**config.mk**
```make
export PLATFORM = sky130hd
export DESIGN_NAME = param_universal_shift_reg
export DESIGN_NICKNAME = d
export VERILOG_FILES = /design/src/rtl/usr_pkg.sv /design/src/rtl/usr_next_value.sv /design/src/rtl/param_universal_shift_reg.sv
export SDC_FILE = /design/constraint.sdc
export NUM_CORES = 1
export LEC_CHECK = 0
export CORE_AREA = 3 3 44 66
export CTS_BUF_LIST = sky130_fd_sc_hd__clkbuf_4 sky130_fd_sc_hd__clkbuf_8
export DETAILED_ROUTE_END_ITERATION = 10
export DIE_AREA = 0 0 47 69
export GPL_ROUTABILITY_DRIVEN = 0
export PLACE_DENSITY = 0.81
export SKIP_LAST_GASP = 1
export SYNTH_ARGS = -nofsm -noshare
export SYNTH_HDL_FRONTEND = slang
export SYNTH_SLANG_ARGS = --single-unit
```
**constraint.sdc**
```tcl
create_clock -name clk -period 2.2 [get_ports clk]
set_input_delay 0.44 -clock clk [delete_from_list [all_inputs] [get_ports clk]]
set_output_delay 0.44 -clock clk [all_outputs]
set_load 0.005 [all_outputs]
```
**src/rtl/usr_pkg.sv**
```systemverilog
// usr_pkg: mode encodings and FSM state type for the universal shift register
package usr_pkg;
    localparam logic [2:0] USR_HOLD = 3'b000;
    localparam logic [2:0] USR_SHR  = 3'b001;
    localparam logic [2:0] USR_SHL  = 3'b010;
    localparam logic [2:0] USR_LOAD = 3'b011;
    localparam logic [2:0] USR_ROTR = 3'b100;
    localparam logic [2:0] USR_ROTL = 3'b101;
    localparam logic [2:0] USR_ASHR = 3'b110;
    localparam logic [2:0] USR_CLR  = 3'b111;

    typedef enum logic {IDLE, BURST} usr_state_t;
endpackage

```
**src/rtl/usr_next_value.sv**
```systemverilog
// usr_next_value: combinational next-register-value for every shift mode
module usr_next_value
    import usr_pkg::*;
#(
    parameter int WIDTH = 8
) (
    input  logic [WIDTH-1:0] cur,
    input  logic [WIDTH-1:0] in,
    input  logic             sir,
    input  logic             sil,
    input  logic [2:0]       mode,
    output logic [WIDTH-1:0] nxt
);
    // select the next value for the requested operation
    always_comb begin
        nxt = cur;
        case (mode)
            USR_SHR:  nxt = {sir, cur[WIDTH-1:1]};
            USR_SHL:  nxt = {cur[WIDTH-2:0], sil};
            USR_LOAD: nxt = in;
            USR_ROTR: nxt = {cur[0], cur[WIDTH-1:1]};
            USR_ROTL: nxt = {cur[WIDTH-2:0], cur[WIDTH-1]};
            USR_ASHR: nxt = {cur[WIDTH-1], cur[WIDTH-1:1]};
            USR_CLR:  nxt = '0;
            default:  nxt = cur;
        endcase
    end
endmodule

```
**src/rtl/param_universal_shift_reg.sv**
```systemverilog
// param_universal_shift_reg: WIDTH-bit universal shift register with counted burst engine
// Optional USR_PARITY_EN adds a registered even-parity output of out.
module param_universal_shift_reg
    import usr_pkg::*;
#(
    parameter int WIDTH = 8,
    localparam int CNT_W = $clog2(WIDTH + 1)
) (
    input  logic             clk,
    input  logic             rst_n,
    input  logic             en,
    input  logic [2:0]       mode,
    input  logic [WIDTH-1:0] in,
    input  logic             sir,
    input  logic             sil,
    input  logic             start,
    input  logic [CNT_W-1:0] count,
    output logic [WIDTH-1:0] out,
    output logic             sor,
    output logic             sol,
    output logic             busy,
    output logic             done
`ifdef USR_PARITY_EN
    ,
    output logic             parity
`endif
);
    usr_state_t       state, state_d;
    logic [CNT_W-1:0] rem, rem_d;
    logic [2:0]       mode_q, mode_q_d, op;
    logic             apply, done_d;
    logic [WIDTH-1:0] nxt, out_d;

    usr_next_value #(.WIDTH(WIDTH)) u_next (
        .cur  (out),
        .in   (in),
        .sir  (sir),
        .sil  (sil),
        .mode (op),
        .nxt  (nxt)
    );

    // next-state, burst counter and which mode drives the register this cycle
    always_comb begin
        state_d  = state;
        rem_d    = rem;
        mode_q_d = mode_q;
        done_d   = 1'b0;
        op       = mode;
        apply    = 1'b0;
        case (state)
            IDLE: begin
                if (start) begin
                    if (count != '0) begin
                        state_d  = BURST;
                        rem_d    = count;
                        mode_q_d = mode;
                    end else begin
                        done_d = 1'b1;
                    end
                end else begin
                    apply = en;
                end
            end
            BURST: begin
                op    = mode_q;
                apply = 1'b1;
                rem_d = rem - CNT_W'(1);
                if (rem == CNT_W'(1)) begin
                    state_d = IDLE;
                    done_d  = 1'b1;
                end
            end
            default: state_d = IDLE;
        endcase
    end

    assign out_d = apply ? nxt : out;

    // register state, counter, latched burst mode, data and done pulse
    always_ff @(posedge clk or negedge rst_n) begin
        if (!rst_n) begin
            state  <= IDLE;
            rem    <= '0;
            mode_q <= USR_HOLD;
            out    <= '0;
            done   <= 1'b0;
        end else begin
            state  <= state_d;
            rem    <= rem_d;
            mode_q <= mode_q_d;
            out    <= out_d;
            done   <= done_d;
        end
    end

`ifdef USR_PARITY_EN
    // parity tracks the value being written into out on the same edge
    always_ff @(posedge clk or negedge rst_n) begin
        if (!rst_n) parity <= 1'b0;
        else        parity <= ^out_d;
    end
`endif

    assign busy = (state == BURST);
    assign sor  = out[0];
    assign sol  = out[WIDTH-1];
endmodule

```
Yosys cells after proc, flatten, opt, wreduce, memory -nomap -nowiden
Index checks and enable logic that the tools add are counted.
Word-level totals
  flip-flop bits (word level): 17
  bits of input ports: 21
Cells by class
  add/subtract/negate cells: 1
  eq/ne operators: 10
  multiplexer cells: 15
  bitwise gates (word level): 2
  reductions and logical operators: 7
Operators with widths (count)
  8-bit one-hot mux with 7 select lines: 1
  3-bit == test (second input constant): 4
  4-bit two-way mux: 2
  4-bit one-hot mux with 2 select lines: 1
  1-bit two-way mux: 7
  7-bit nonzero test: 1
  3-bit by 2-bit == test with 1-bit output (second input constant): 2
  1-bit one-hot mux with 2 select lines: 3
  3-bit AND reduction: 2
  6-bit nonzero test: 1
  4-bit by 1-bit == test with 1-bit output (second input constant): 1
  2-bit != test (second input constant): 2
  2-bit AND reduction: 2
  4-bit nonzero test: 1
  4-bit by 1-bit subtractor with 4-bit output (second input constant): 1
  3-bit by 1-bit == test with 1-bit output (second input constant): 1
  3-bit two-way mux: 1
  1-bit inverter: 2

Longest topological paths before layout
Gate-level depths: netlist (run 1).
  depth in word-level cells: 4
  mapped depth: 6
  mapped depth without buffers: 5

Cells and area by module
A second synthesis (run 1) with hierarchy kept.
Unflattened totals
  cells, all modules: 133
  area, all modules: 1318.8 µm²
Modules (own cells, without submodules)
  param_universal_shift_reg: instances 1, cells each 65, area an instance 835.8 µm²
  usr_next_value: instances 1, cells each 68, area an instance 483.0 µm²

Worst setup path before layout (run 1)
OpenSTA, ideal clock, no wires.
  kind: reg-to-reg
  start: register state (netlist: busy)
  end: register out[3]
  library setup time: 0.121 ns
  arrival: 1.615 ns
  required time: 2.079 ns
  setup slack: 0.464 ns
  stages on the path, launching flop included: 5
  buffers on the path: 0
  clock period less this slack: 1.736 ns
  cells stage by stage: dfrtp_1 mux2_2 mux2_4 a211o_1 o22a_1
Between the ends
  longest elaborated chain between the ends: 4
  elaborated cells between the ends (all ways): 13
  those cells by class: eq/ne: 7; mux: 3; bitwise: 1; reduce/logical: 2
Ends and longest elaborated chain
  start, declared: RTL line param_universal_shift_reg.sv:28  | usr_state_t state, state_d;
  start signal, assigned: RTL line param_universal_shift_reg.sv:89  | state <= state_d;
  3-bit two-way mux: RTL line param_universal_shift_reg.sv:51  | case (state)
  3-bit by 1-bit == test with 1-bit output (tied with other cells): RTL line usr_next_value.sv:17  | case (mode)
  7-bit nonzero test (no source line)
  2-bit AND reduction (no source line)
  end signal, assigned: RTL line param_universal_shift_reg.sv:92  | out <= out_d;
  end, declared: RTL line param_universal_shift_reg.sv:18  | output logic [WIDTH-1:0] out,
Parallel ways exist; a longest one is shown, timed or not.
A chain may end at the register's enable or synchronous reset.

Worst setup path after layout (run 1)
  start: register state (netlist: busy)
  end: output busy
RTL lines
  end, declared: RTL line param_universal_shift_reg.sv:21  | output logic busy,
No word-level cell between the ends.

==> impl_metrics.env, run 1 <==
export IMPL_synth_top_family_by_area="compound AO/OA/AOI/OAI gates"
export IMPL_area_delta_synth_final_pct=36.3
export IMPL_synthXorXnorAreaFrac_pct=2.27
export IMPL_synth_area_per_cell_sq_um=9.20
export IMPL_antenna_found_initial=0
export IMPL_min_period_over_period_pct=93.4
export IMPL_async_reset_ff_share_pct=100
export IMPL_hp_class="input port to async pin"
export IMPL_slew_headroom_pct=71.8
export IMPL_reg2reg_depth=5
export IMPL_synth_seq_cells=17
export IMPL_coreArea_sq_um=2420
export IMPL_dieArea_sq_um=3240
export IMPL_cts_resized=0
export IMPL_ios=33
export IMPL_fin_crit_ns=2.05
export IMPL_r2r_start="busy"
export IMPL_gr_total_overflow=0
export IMPL_num_antenna_cells=0
export IMPL_clkTransAtPathRegs_ns=0.10
export IMPL_synth_nets=149
export IMPL_insertion_delay_ns=0.29
export IMPL_nFillCells=193
export IMPL_rows=22
export IMPL_synthSimpleGateAreaFrac_pct=17.5
export IMPL_fin_nets=190
export IMPL_skew_ns=0.00932
export IMPL_setup_viol=0
export IMPL_synth_cell_type_count=41
export IMPL_cts_sinks=17
export IMPL_postCtsSetupBuffers=0
export IMPL_drtIter0Drc=41
export IMPL_num_vias=1157
export IMPL_slew_viol_final=0
export IMPL_peakVddDrop_uv=745
export IMPL_r2r_slack_ns=0.33
export IMPL_path_buf_inv=2
export IMPL_rr_endpoint="out[7]"
export IMPL_cts_buffers=3
export IMPL_worst_pin_slew_ns=0.420
export IMPL_globalRouteTotalUtil_pct=20.6
export IMPL_crit_family="buffers and inverters"
export IMPL_tns_ns=0
export IMPL_synth_flop_cell="dfrtp_1"
export IMPL_ys_warn_count=0
export IMPL_dieWidth_microns=47
export IMPL_critical_path_max_fanout=15
export IMPL_grt_pass1_wl_microns=5090
export IMPL_ys_seq_area_share_pct=36.7
export IMPL_synth_edff_count=0
export IMPL_wl_microns=3020
export IMPL_setup_ws_ns=0.145
export IMPL_endpoint_kind="primary output"
export IMPL_synthMuxAreaShare_pct=12.0
export IMPL_outcome="finished clean"
export IMPL_finalHoldViolCount=0
export IMPL_drv_cap=0
export IMPL_port_buffers=32
export IMPL_root_buffer="clkbuf_4"
export IMPL_crit_type="flip-flop to primary output"
export IMPL_clock_path_buffers=2
export IMPL_synth_adder_area_share_pct=2.16
export IMPL_htreeDepth=1
export IMPL_drtPass1Iterations=4
export IMPL_viasPerCell=6.09
export IMPL_cp_start_kind="flip-flop"
export IMPL_die_y_microns=69
export IMPL_leakage_nw=0.675
export IMPL_worst_path_max_delay_cell="dfrtp_1"
export IMPL_dp_worst_setup_slack_ns=0.126
export IMPL_remaining_drc_errors=0
export IMPL_dpl_hpwl_microns=2360
export IMPL_synth_compound_area_share_pct=24.1
export IMPL_cp_depth=2
export IMPL_wire_per_inst_microns=15.9
export IMPL_critical_path_max_stage_delay_ns=0.53
export IMPL_grt_start_max_net_pins=18
export IMPL_first_global_vias=1154
export IMPL_cts_tree="yes"
export IMPL_rsz0062_at_grt="false"
export IMPL_drive_gt1_share_pct=15.7
export IMPL_final_util_pct=65.2
export IMPL_synth_area_sq_um=1160
export IMPL_start_util_pct=47.8
export IMPL_required_ns=1.76
export IMPL_fmaxAchievable_mhz=487
export IMPL_hold_buffers=0
export IMPL_arrival_ns=1.61
export IMPL_syn_inst=126
export IMPL_power_density_nw_per_um2=1410
export IMPL_crit_path_cell_trace="buf_4 > clkdlybuf4s50_1"
export IMPL_ant_nets=0
logic make-up after synthesis:
kind of cell	Yosys count
adder cells (fa/ha/maj)	2
XOR/XNOR	3
multiplexers	12
AO/OA/AOI/OAI	40
buffers and inverters	11
flip-flops	17
AND/OR/NAND/NOR	41
stage by stage:
stage / power [mW] / hold WS (ns) / area [sq um] / cells
finish: 2.22 / 0.469 / 1580 / 190
global route: 2.42 / 0.484 / 1580 / 190
CTS: 2.22 / 0.474 / 1580 / 190
detailed placement: 2.04 / 0.520 / 1550 / 186
global placement: 1.98 / 0.505 / 1550 / 186
floorplan: 1.53 / 0.144 / 1160 / 126
flip-flops by register name (all words and copies together), names as in the netlist:
name,count
mode_q,3
out,8
rem,4
done,1
busy,1
per-layer routing:
layer  up-vias  track usage [%]  share of wire (%)
li1        554                -                  -
met1       562             24.1                 37
met2        37             36.3                 56
met3         4             2.35                5.3
met4         0             7.08                1.2
met5         -                0                  0
how the worst max path moves through the flow:
| stage | slack [ns] | endpoint | from |
|---|---|---|---|
| after floorplan | 0.46 | out[3] | busy |
| after global placement | 0.14 | out[3] | mode[2] |
| after detailed placement | 0.13 | out[3] | mode[2] |
| after CTS | 0.13 | busy | busy |
| after global routing | 0.07 | busy | busy |
| final | 0.15 | busy | busy |
cell usage after synthesis (2+ instances only):
| master | count | area share, % |
|---|---|---|
| nand3b_1 | 2 | 1.3 |
| nand2b_1 | 2 | 1.1 |
| nor3_1 | 2 | 0.86 |
| a211oi_1 | 2 | 1.3 |
| a21o_1 | 3 | 1.9 |
| a31oi_1 | 7 | 3.8 |
| inv_1 | 3 | 0.97 |
| mux2i_1 | 4 | 3.5 |
| nand2_1 | 9 | 2.9 |
| nand3_1 | 5 | 2.2 |
| mux2i_2 | 2 | 2.4 |
| o21ai_0 | 10 | 4.3 |
| and3_1 | 3 | 1.6 |
| buf_4 | 2 | 1.3 |
| o311ai_0 | 2 | 1.5 |
| nor2_1 | 12 | 3.9 |
| dfrtp_1 | 17 | 37 |
| ha_1 | 2 | 2.2 |
| xor2_1 | 2 | 1.5 |
| clkbuf_2 | 2 | 0.86 |
| a22oi_1 | 5 | 3.2 |
| buf_2 | 2 | 0.86 |
| mux2_2 | 5 | 4.9 |
| a21oi_1 | 3 | 1.3 |
| nor4_1 | 2 | 1.1 |
cells in the final DEF, fill, tap and decap left out, drive strengths merged:
cell / count
buf: 12
o311ai: 2
nor4b: 1
clkbuf: 4
inv: 3
o21ai: 10
a32o: 1
mux2i: 6
mux2: 6
xnor2: 1
nor2: 12
ha: 2
a211oi: 2
or2: 1
a21o: 3
a31oi: 7
o211a: 1
and3: 3
a22oi: 5
and2: 1
clkdlybuf4s50: 32
nand2b: 2
a32oi: 1
nand3: 5
nand4b: 1
o32ai: 1
dfrtp: 17
nor3: 2
o22a: 1
o41ai: 1
nor4: 2
nand3b: 2
nand2: 9
xor2: 2
a21oi: 3
o22ai: 1
a211o: 1
report_power, final:
part	internal [mW]	leakage, nW	switching, mW	total [mW]
logic	0.754	0.456	0.588	1.34
registers	0.477	0.201	0.223	0.700
clock network	0.0828	0.0184	0.0955	0.178
final cells by class:
class / count / area (sq um) / share of cell area, %
multi-input combinational: 98 / 672 / 42.6
clock buffer: 4 / 30.0 / 1.90
inverter: 3 / 11.3 / 0.713
tap: 24 / 30.0 / 1.90
sequential: 17 / 425 / 26.9
timing repair buffer: 44 / 410 / 26.0
Power figures use the tool's default switching activity.
==> run 2: changes to the inputs <==
Settings changed: GPL_ROUTABILITY_DRIVEN 0 to unset.
==> results of run 2 <==
Same layout as run 1: the final DEF is identical, and so are final timing and power.
